`config.mk`:
```
export PLATFORM = sky130hd
export DESIGN_NAME = mc_control_unit
export DESIGN_NICKNAME = d
export VERILOG_FILES = /design/src/rtl/mc_ctrl_pkg.sv /design/src/rtl/mc_control_unit_branch_resolve.sv /design/src/rtl/mc_control_unit.sv
export SDC_FILE = /design/constraint.sdc
export NUM_CORES = 1
export LEC_CHECK = 0
export CAP_MARGIN = 20
export CORE_ASPECT_RATIO = 1.5
export CORE_UTILIZATION = 39
export CTS_BUF_LIST = sky130_fd_sc_hd__clkbuf_4 sky130_fd_sc_hd__clkbuf_8 sky130_fd_sc_hd__clkbuf_16
export DETAILED_ROUTE_END_ITERATION = 8
export PLACE_DENSITY_LB_ADDON = 0.1
export SYNTH_ARGS = -nofsm -noshare
export SYNTH_HDL_FRONTEND = slang
export SYNTH_SLANG_ARGS = --single-unit
```
`constraint.sdc`:
```
create_clock -name clk -period 5.4 [get_ports clk]
set_input_delay 1.08 -clock clk [delete_from_list [all_inputs] [get_ports clk]]
set_output_delay 1.08 -clock clk [all_outputs]
set_load 0.05 [all_outputs]
```
`src/rtl/mc_ctrl_pkg.sv`:
```
// Shared encodings for the multicycle RV32I control unit: FSM states,
// opcodes, datapath mux selects, ALU op codes and trap causes.
package mc_ctrl_pkg;

   // FSM state encodings
   localparam logic [3:0] S_FETCH    = 4'd0;
   localparam logic [3:0] S_DECODE   = 4'd1;
   localparam logic [3:0] S_MEMADR   = 4'd2;
   localparam logic [3:0] S_MEMREAD  = 4'd3;
   localparam logic [3:0] S_MEMWB    = 4'd4;
   localparam logic [3:0] S_MEMWRITE = 4'd5;
   localparam logic [3:0] S_EXECR    = 4'd6;
   localparam logic [3:0] S_EXECI    = 4'd7;
   localparam logic [3:0] S_UPPER    = 4'd8;
   localparam logic [3:0] S_ALUWB    = 4'd9;
   localparam logic [3:0] S_BRANCH   = 4'd10;
   localparam logic [3:0] S_JAL      = 4'd11;
   localparam logic [3:0] S_JALR     = 4'd12;
   localparam logic [3:0] S_JALR2    = 4'd13;
   localparam logic [3:0] S_TRAP     = 4'd14;

   // RV32I major opcodes
   localparam logic [6:0] OP_LOAD   = 7'b0000011;
   localparam logic [6:0] OP_STORE  = 7'b0100011;
   localparam logic [6:0] OP_RTYPE  = 7'b0110011;
   localparam logic [6:0] OP_ITYPE  = 7'b0010011;
   localparam logic [6:0] OP_LUI    = 7'b0110111;
   localparam logic [6:0] OP_AUIPC  = 7'b0010111;
   localparam logic [6:0] OP_BRANCH = 7'b1100011;
   localparam logic [6:0] OP_JAL    = 7'b1101111;
   localparam logic [6:0] OP_JALR   = 7'b1100111;

   // Immediate format select
   localparam logic [2:0] IMM_I = 3'b000;
   localparam logic [2:0] IMM_S = 3'b001;
   localparam logic [2:0] IMM_B = 3'b010;
   localparam logic [2:0] IMM_J = 3'b011;
   localparam logic [2:0] IMM_U = 3'b100;

   // ALU operation
   localparam logic [1:0] ALU_ADD   = 2'b00;
   localparam logic [1:0] ALU_SUB   = 2'b01;
   localparam logic [1:0] ALU_FUNCT = 2'b10;
   localparam logic [1:0] ALU_PASSB = 2'b11;

   // Result bus select
   localparam logic [1:0] RES_ALUOUT  = 2'b00;
   localparam logic [1:0] RES_MEMDATA = 2'b01;
   localparam logic [1:0] RES_ALURES  = 2'b10;

   // ALU operand selects
   localparam logic [1:0] SRCA_PC    = 2'b00;
   localparam logic [1:0] SRCA_OLDPC = 2'b01;
   localparam logic [1:0] SRCA_RS1   = 2'b10;
   localparam logic [1:0] SRCB_RS2   = 2'b00;
   localparam logic [1:0] SRCB_IMM   = 2'b01;
   localparam logic [1:0] SRCB_FOUR  = 2'b10;

   // Trap causes
   localparam logic [1:0] CAUSE_NONE    = 2'b00;
   localparam logic [1:0] CAUSE_ILLEGAL = 2'b01;
   localparam logic [1:0] CAUSE_TIMEOUT = 2'b10;

   // States that own the memory bus and therefore wait on mem_ready
   function automatic logic is_mem_state(input logic [3:0] s);
      return (s == S_FETCH) || (s == S_MEMREAD) || (s == S_MEMWRITE);
   endfunction

endpackage

```
`src/rtl/mc_control_unit_branch_resolve.sv`:
```
// Branch condition resolution from ALU subtract flags (a - b).
// carry = 1 means no borrow, i.e. a >= b unsigned.
module branch_resolve (
   input  logic [2:0] funct3,
   input  logic       zero,
   input  logic       neg,
   input  logic       ovf,
   input  logic       carry,
   output logic       take,
   output logic       bad_funct3
);

   // Decode funct3 into the taken condition; 010/011 are not branches
   always_comb begin
      take       = 1'b0;
      bad_funct3 = 1'b0;
      case (funct3)
         3'b000:  take = zero;
         3'b001:  take = !zero;
         3'b100:  take = neg ^ ovf;
         3'b101:  take = !(neg ^ ovf);
         3'b110:  take = !carry;
         3'b111:  take = carry;
         default: bad_funct3 = 1'b1;
      endcase
   end

endmodule

```
`src/rtl/mc_control_unit.sv`:
```
// Multicycle RV32I control unit: Moore FSM driving a shared-ALU,
// single-memory datapath, with memory-wait timeout and illegal-opcode trap.
// Optional feature macro: MC_INSTRET_EN (retired-instruction counter).
module mc_control_unit
   import mc_ctrl_pkg::*;
#(
   parameter int unsigned MEM_TIMEOUT = 15,
   parameter int unsigned CNT_W       = 32
) (
   input  logic             clk,
   input  logic             reset,
   input  logic [6:0]       op,
   input  logic [2:0]       funct3,
   input  logic             zero,
   input  logic             neg,
   input  logic             ovf,
   input  logic             carry,
   input  logic             mem_ready,
   output logic             mem_req,
   output logic             mem_write,
   output logic             adr_src,
   output logic             ir_write,
   output logic             pc_write,
   output logic             reg_write,
   output logic [1:0]       result_src,
   output logic [1:0]       alu_src_a,
   output logic [1:0]       alu_src_b,
   output logic [1:0]       alu_op,
   output logic [2:0]       imm_src,
   output logic             trap,
   output logic [1:0]       trap_cause,
   output logic [CNT_W-1:0] instret
);

   logic [3:0] state_q, state_d;
   logic [7:0] wait_q, wait_d;
   logic [1:0] cause_q, cause_d;
   logic       in_mem, timeout;
   logic       br_take, br_bad;

   branch_resolve u_branch (
      .funct3     (funct3),
      .zero       (zero),
      .neg        (neg),
      .ovf        (ovf),
      .carry      (carry),
      .take       (br_take),
      .bad_funct3 (br_bad)
   );

   // Wait counter is zero on entry to a memory state; the limit fires on the
   // cycle whose wait would make the count reach MEM_TIMEOUT, and only if
   // mem_ready is still low, so a late ready always wins.
   assign in_mem  = is_mem_state(state_q);
   assign timeout = in_mem && !mem_ready && (wait_q == 8'(MEM_TIMEOUT - 1));
   assign wait_d  = (in_mem && !mem_ready) ? wait_q + 8'd1 : 8'd0;

   // State, wait counter and sticky trap cause
   always_ff @(posedge clk or posedge reset) begin
      if (reset) begin
         state_q <= S_FETCH;
         wait_q  <= 8'd0;
         cause_q <= CAUSE_NONE;
      end else begin
         state_q <= state_d;
         wait_q  <= wait_d;
         cause_q <= cause_d;
      end
   end

   // Next-state and trap-cause selection
   always_comb begin
      state_d = state_q;
      cause_d = cause_q;
      case (state_q)
         S_FETCH: begin
            if (mem_ready)    state_d = S_DECODE;
            else if (timeout) begin
               state_d = S_TRAP;
               cause_d = CAUSE_TIMEOUT;
            end
         end
         S_DECODE: begin
            case (op)
               OP_LOAD, OP_STORE: state_d = S_MEMADR;
               OP_RTYPE:          state_d = S_EXECR;
               OP_ITYPE:          state_d = S_EXECI;
               OP_LUI, OP_AUIPC:  state_d = S_UPPER;
               OP_BRANCH:         state_d = S_BRANCH;
               OP_JAL:            state_d = S_JAL;
               OP_JALR:           state_d = S_JALR;
               default: begin
                  state_d = S_TRAP;
                  cause_d = CAUSE_ILLEGAL;
               end
            endcase
         end
         S_MEMADR:  state_d = (op == OP_LOAD) ? S_MEMREAD : S_MEMWRITE;
         S_MEMREAD: begin
            if (mem_ready)    state_d = S_MEMWB;
            else if (timeout) begin
               state_d = S_TRAP;
               cause_d = CAUSE_TIMEOUT;
            end
         end
         S_MEMWB:   state_d = S_FETCH;
         S_MEMWRITE: begin
            if (mem_ready)    state_d = S_FETCH;
            else if (timeout) begin
               state_d = S_TRAP;
               cause_d = CAUSE_TIMEOUT;
            end
         end
         S_EXECR, S_EXECI, S_UPPER: state_d = S_ALUWB;
         S_ALUWB:   state_d = S_FETCH;
         S_BRANCH: begin
            if (br_bad) begin
               state_d = S_TRAP;
               cause_d = CAUSE_ILLEGAL;
            end else begin
               state_d = S_FETCH;
            end
         end
         S_JAL:     state_d = S_ALUWB;
         S_JALR:    state_d = S_JALR2;
         S_JALR2:   state_d = S_ALUWB;
         S_TRAP:    state_d = S_TRAP;
         default:   state_d = S_FETCH;
      endcase
   end

   // Datapath controls decoded from state; FETCH strobes are masked while
   // reset is held so a ready memory cannot load IR/PC during reset.
   always_comb begin
      mem_req    = 1'b0;
      mem_write  = 1'b0;
      adr_src    = 1'b0;
      ir_write   = 1'b0;
      pc_write   = 1'b0;
      reg_write  = 1'b0;
      result_src = RES_ALUOUT;
      alu_src_a  = SRCA_PC;
      alu_src_b  = SRCB_RS2;
      alu_op     = ALU_ADD;
      imm_src    = IMM_I;
      case (state_q)
         S_FETCH: begin
            mem_req    = 1'b1;
            alu_src_b  = SRCB_FOUR;
            result_src = RES_ALURES;
            ir_write   = mem_ready && !reset;
            pc_write   = mem_ready && !reset;
         end
         S_DECODE: begin
            alu_src_a = SRCA_OLDPC;
            alu_src_b = SRCB_IMM;
            imm_src   = IMM_B;
         end
         S_MEMADR: begin
            alu_src_a = SRCA_RS1;
            alu_src_b = SRCB_IMM;
            imm_src   = (op == OP_STORE) ? IMM_S : IMM_I;
         end
         S_MEMREAD: begin
            mem_req = 1'b1;
            adr_src = 1'b1;
         end
         S_MEMWB: begin
            result_src = RES_MEMDATA;
            reg_write  = 1'b1;
         end
         S_MEMWRITE: begin
            mem_req   = 1'b1;
            mem_write = 1'b1;
            adr_src   = 1'b1;
         end
         S_EXECR: begin
            alu_src_a = SRCA_RS1;
            alu_op    = ALU_FUNCT;
         end
         S_EXECI: begin
            alu_src_a = SRCA_RS1;
            alu_src_b = SRCB_IMM;
            alu_op    = ALU_FUNCT;
         end
         S_UPPER: begin
            imm_src   = IMM_U;
            alu_src_b = SRCB_IMM;
            if (op == OP_LUI) alu_op    = ALU_PASSB;
            else              alu_src_a = SRCA_OLDPC;
         end
         S_ALUWB: reg_write = 1'b1;
         S_BRANCH: begin
            alu_src_a = SRCA_RS1;
            alu_op    = ALU_SUB;
            pc_write  = br_take;
         end
         S_JAL, S_JALR2: begin
            pc_write  = 1'b1;
            alu_src_a = SRCA_OLDPC;
            alu_src_b = SRCB_FOUR;
         end
         S_JALR: begin
            alu_src_a = SRCA_RS1;
            alu_src_b = SRCB_IMM;
         end
         default: ;
      endcase
   end

   assign trap       = (state_q == S_TRAP);
   assign trap_cause = cause_q;

`ifdef MC_INSTRET_EN
   logic [CNT_W-1:0] instret_q;

   // Count an instruction when the FSM returns to FETCH from elsewhere
   always_ff @(posedge clk or posedge reset) begin
      if (reset)                                         instret_q <= '0;
      else if (state_d == S_FETCH && state_q != S_FETCH) instret_q <= instret_q + 1'b1;
   end

   assign instret = instret_q;
`else
   assign instret = '0;
`endif

endmodule

```
==> results.toml <==
[timing]
final.hold.worst_slack_ps = 501
period_needed_ps = 4430
final_max_slew_viol_count = 0
maxClockFrequency_mhz = 226
final-setup-viol-count = 0
final_min_period_over_clock_period_pct = 82.0
finalHoldViolCount = 0
summed_negative_setup_slack_over_all_endpoints_ps = 0
max_slew.worst_pin.slew_ps = 782
fin_worst_skew_ps = 1.58
slew_headroom_pct = 47.9
rsz0062_at_grt = "no"

[placement]
place_area_sq_um = 1740
gpl.final_weighted_congestion = 0.821
placed_cells_incl_taps = 265
place.detailed.hpwl_um = 2790
io_buffers = 36

[clocking]
clk_pin_slew_worst_paths_ps = 50
post_cts_resize_count = 0
tritoncts_clock_tree = "yes"
max-clock-path-buffers = 2
cts_root_buf = "sky130_fd_sc_hd__clkbuf_8"
ctsHtreeMaxLevel = 1
cts_num_sinks = 14
worst_skew_pair.late_latency_ps = 240
cts.hold.buffers_added = 0
cts_buffers = 3
post_cts_buffers = 0

[synth]
yosys.area.top_type = "sky130_fd_sc_hd__dfrtp_1"
ys.warnings.count = 0
synth-seq-cells = 14
mean_post_synth_cell_area_sq_um = 7.59
post_synth_num_cell_types = 53
async_reset_ff_share_pct = 100
synth_top_area_share_pct = 23.3
synth.yosys.seq_area_share_pct = 23.3
synth_top_cells_by_area = "sky130_fd_sc_hd__dfrtp_1 23%, sky130_fd_sc_hd__buf_4 16%, sky130_fd_sc_hd__nor2_1 5.5%"
number_of_synthesized_flops_with_an_enable_pin = 0
netlist_area_sq_um = 1500
synth_ff_type = "sky130_fd_sc_hd__dfrtp_1"
syn_inst = 198

[cells_and_area]
antenna_diode_count = 0
finalInstanceArea_sq_um = 1790
final_cell_count_no_fill = 268
final_common_cell = "sky130_fd_sc_hd__clkdlybuf4s50_1"
flow.area_growth_from_synthesis_pct = 18.8
final_layout_size_suffix_gt1_share_pct = 3.56
final_net_count = 246
commonest_non_fill_non_tap_cells_in_the_layout = "36 x sky130_fd_sc_hd__clkdlybuf4s50_1, 32 x sky130_fd_sc_hd__conb_1, 22 x sky130_fd_sc_hd__nor2_1"

[routing]
drtIter0Drc = 47
wire_per_inst_um = 13.2
vias_per_cell = 5.22
route.detailed.drc = 0
final_wirelength_um = 3550
ant_nets = 0
drt_pass1_iterations = 4
vias = 1400

[global_routing]
grt_first_pass_wirelength_um = 5620
via_count_of_the_first_global_routing_pass = 1251
maximum_number_of_pins_on_one_net_before_global_route_repair = 25
antenna_violations_before_repair = 0
grt.met3_usage_pct = 2.13
busiest_layer = "met2"
grt.met1_usage_pct = 19.7
globalRouteMet2Util_pct = 31.0
congestion_overflow_gr = 0
total_global_routing_track_utilization_pct = 17.8

[power]
irDropWorstVdd_mv = 0.300
power.leakage_nw = 0.764
cell_area_power_density_nw_per_um2 = 516

[critical_path]
critical_path.startpoint_type = "input port"
crit_fanout = 5
worst-endpoint-arrival_ps = 3350
critPathKind = "in -> out"
r2r.worst_path.cells = 5
timing.critical_path.required_ps = 4320
critPathCaptureType = "output pin"

[floorplan]
fp.coreArea_sq_um = 3680
chipWidth_um = 52.7
dieHeight_um = 78.0
ios = 69
die_area_sq_um = 4110
std_cell_rows = 27
floorplan.initialDensity_pct = 40.8

[outcome]
status = "finished clean"

[min_path]
hold_path_depth = 1
hold_path.class = "reg -> reg"

[job]
maxCapViolCount = 0
[logic make-up after synthesis]
kind of cell | count (synthesis) | synth area share, %
AO/OA/AOI/OAI | 38 | 18.5
XOR/XNOR | 12 | 6.99
adder cells (fa/ha/maj) | 2 | 1.67
buffers and inverters | 53 | 22.0
flip-flops | 14 | 23.3
multiplexers | 1 | 0.666
other | 1 | 0.250
AND/OR/NAND/NOR | 77 | 26.6
[cells in the mapped netlist, types with 2 or more instances]
library cell and instances:
sky130_fd_sc_hd__nand4_1 2, sky130_fd_sc_hd__or3_1 2, sky130_fd_sc_hd__clkbuf_1 6, sky130_fd_sc_hd__nor4_1 5, sky130_fd_sc_hd__a221oi_1 2, sky130_fd_sc_hd__nand3b_1 2
sky130_fd_sc_hd__dfrtp_1 14, sky130_fd_sc_hd__buf_1 2, sky130_fd_sc_hd__buf_4 32, sky130_fd_sc_hd__nand2b_1 6, sky130_fd_sc_hd__ha_1 2, sky130_fd_sc_hd__buf_2 3
sky130_fd_sc_hd__o21ai_0 6, sky130_fd_sc_hd__nand3_1 4, sky130_fd_sc_hd__nor3_1 8, sky130_fd_sc_hd__a211oi_1 3, sky130_fd_sc_hd__nor2_1 22, sky130_fd_sc_hd__nand2_1 12
sky130_fd_sc_hd__a21oi_1 9, sky130_fd_sc_hd__inv_1 9, sky130_fd_sc_hd__and3_1 3, sky130_fd_sc_hd__xor2_1 9, sky130_fd_sc_hd__nor2b_1 2, sky130_fd_sc_hd__xnor2_1 3
sky130_fd_sc_hd__o211ai_1 2
[report_power, final]
group          internal, mW  switching [mW]
Sequential            0.121          0.0812
Combinational         0.217           0.420
Clock                0.0492          0.0339
[registers in the layout (all words and copies together) (netlist names)]
register	flops
wait_q	8
trap_cause	2
state_q	4
[per-stage QoR]
step                power (mW)  setup slack, ps  util (%)
global placement         0.834             1050      47.4
CTS                      0.925              939      48.5
finish                   0.922              974      48.5
global route             0.976              847      48.5
floorplan                0.694              866         -
detailed placement       0.838              963      47.4
[worst paths after layout]
path | slack [ps] | from | end
max | 970 | op[6] | imm_src[0]
min | 500 | trap_cause[0] | trap_cause[0]
max reg2reg | 3150 | state_q[3] | state_q[2]
min reg2reg | 500 | trap_cause[0] | trap_cause[0]
max in group asynchronous | 4080 | reset | wait_q[2]
min in group asynchronous | 1140 | reset | trap_cause[1]
[final cells by class]
cell class	instances	area (sq um)
timing repair buffer	37	368
clock buffer	3	41.3
fill	386	1900
tap	43	53.8
inverter	9	33.8
multi-input combinational	162	938
sequential	14	350
[worst max-delay path, stage by stage]
cell and delay [ps]:
sky130_fd_sc_hd__clkdlybuf4s50_1 460, sky130_fd_sc_hd__nand3b_1 240, sky130_fd_sc_hd__or3_1 380, sky130_fd_sc_hd__nor4b_1 320
sky130_fd_sc_hd__clkdlybuf4s50_1 860
[metal layers]
metal,vias to the layer above,part of all wire (%),routed length [um]
met5,-,0,0
li1,683,-,-
met4,0,3.1,110
met3,8,4.1,147
met1,658,40,1420
met2,51,53,1870
No activity file was read; power rests on OpenSTA's default activity.
==> edit: new RTL, same flow settings <==
The option `MC_INSTRET_EN` is turned on by a define.
--- a/src/rtl/mc_control_unit.sv
+++ b/src/rtl/mc_control_unit.sv
@@ -1,6 +1,8 @@
 // Multicycle RV32I control unit: Moore FSM driving a shared-ALU,
 // single-memory datapath, with memory-wait timeout and illegal-opcode trap.
 // Optional feature macro: MC_INSTRET_EN (retired-instruction counter).
+`define MC_INSTRET_EN
+
 module mc_control_unit
    import mc_ctrl_pkg::*;
 #(
Function: changed (Yosys sat finds a counterexample within 4 cycles, from zero or initial values and one cycle with reset high).
==> edit against the unedited design <==
  * Sequential share of layout area up 11 points
  * Synthesized cell count up 56%
  * Sequential cell count up 32
  * Cell area up 110%
  * Worst setup slack worse by 0.16 ns
  * Critical path depth up 1
  * Routed wire length up 88%
  * Total power up 76%
  * Synthesized area up 91%
  * Critical path type unchanged
  * Critical endpoint is now alu_op[0]
  * Largest cell class unchanged
  * Largest power group unchanged
==> edit: results (changes against the unedited design) <==
\begin{tabular}{lr}
\hline
Metric & Value \\
\hline
\multicolumn{2}{l}{\textbf{Status}} \\
Run status & finished, final reports clean (unchanged) \\
\multicolumn{2}{l}{\textbf{Routing}} \\
Met2 WL post-DR & 3530 um (was 1870 um) \\
Final routed wirelength across all metal layers & 6690 um (was 3550 um) \\
DRC violation total after the first TritonRoute iteration & 102 (was 47) \\
Met3 WL & 295 um (was 147 um) \\
\multicolumn{2}{l}{\textbf{Placement}} \\
Number of instances in the placed design & 462 (was 265) \\
Placer Congestion & 0.816 (was 0.821) \\
HPWL Detailed & 5020 um (was 2790 um) \\
Total of buffers placed on input and output ports & 68 (was 36) \\
Area after DPL & 0.00361 sq mm (was 0.00174 sq mm) \\
\multicolumn{2}{l}{\textbf{Finish}} \\
Layout cells sized above 1 & 6.43\% (was 3.56\%) \\
Post-route design area & 0.00372 sq mm (was 0.00179 sq mm) \\
Final standard cell count with taps included and fillers excluded & 470 (was 268) \\
Nonclk inv count & 14 (was 9) \\
Net count, final & 392 (was 246) \\
Multi-input gate area & 0.00160 sq mm (was 938 sq um) \\
\multicolumn{2}{l}{\textbf{Power}} \\
Power Clock & 0.256 mW (was 0.0831 mW) \\
Standby leakage power & 1.51 nW (was 0.764 nW) \\
Peak ir drop on the vdd network & 0.223 mV (was 0.300 mV) \\
Internal power of the cells & 0.841 mW (was 0.387 mW) \\
Portion of total power attributed to combinational logic & 53.8\% (was 69.1\%) \\
\multicolumn{2}{l}{\textbf{Global routing}} \\
Pin count of the biggest net entering global routing & 47 (was 25) \\
M1 GR Usage & 21.7\% (was 19.7\%) \\
Number of global-route vias before repair & 2422 (was 1251) \\
\multicolumn{2}{l}{\textbf{Yosys}} \\
Sequential fraction of the synthesis area & 40.1\% (was 23.3\%) \\
Cells taking the most area after synthesis & dfrtp\_1 (40\%), xnor2\_1 (9.5\%), nand2\_1 (4.2\%) (was dfrtp\_1 (23\%), buf\_4 (16\%), nor2\_1 (5.5\%)) \\
Cell variety after synth & 57 (was 53) \\
Arithmetic-cell share of the synthesized area counting full adders, half adders and majority gates & 1.66\% (was 1.67\%) \\
Multiplexer share of the synthesized area & 1.18\% (was 0.666\%) \\
\multicolumn{2}{l}{\textbf{CTS}} \\
TritonCTS Sinks & 46 (was 14) \\
H-tree depth & 2 (was 1) \\
\multicolumn{2}{l}{\textbf{Worst setup path}} \\
CP Data Arrival Time & 3.50 ns (was 3.35 ns) \\
Crit Path Max Fanout & 8 (was 5) \\
Largest stage delay, worst path & 0.83 ns (was 0.86 ns) \\
\multicolumn{2}{l}{\textbf{Timing}} \\
Fraction of the cycle the final worst path needs & 84.9\% (was 82.0\%) \\
\hline
\end{tabular}
==> edit: cell types whose count changed after synthesis, sizes merged, moves of 4 or more <==
| cell | change |
|---|---|
| buf | -29 |
| and2 | +5 |
| xnor2 | +28 |
| xor2 | +4 |
| inv | +5 |
| nand2 | +19 |
| nand4 | +9 |
| dfrtp | +32 |
| and4 | +6 |
| nand3 | +17 |
==> edit: final timing paths <==
check | cells past startpoint | to | from | slack [ns]
hold reg to reg | 1 | instret[31] | instret[31] | 0.48
setup / recovery | 6 | alu_op[0] | op[6] | 0.82
hold / removal | 1 | instret[31] | instret[31] | 0.48
setup reg to reg | 7 | instret[30] | state_q[3] | 2.31
min in group asynchronous | 3 | instret[24] | reset | 1.29
max in group asynchronous | 3 | wait_q[0] | reset | 3.72
==> edit: per-stage QoR <==
stage	setup slack [ns]	power, mW
floorplan	1.33	1.13
global placement	0.849	1.38
detailed placement	0.818	1.38
CTS	0.814	1.64
global route	0.641	1.73
finish	0.816	1.62
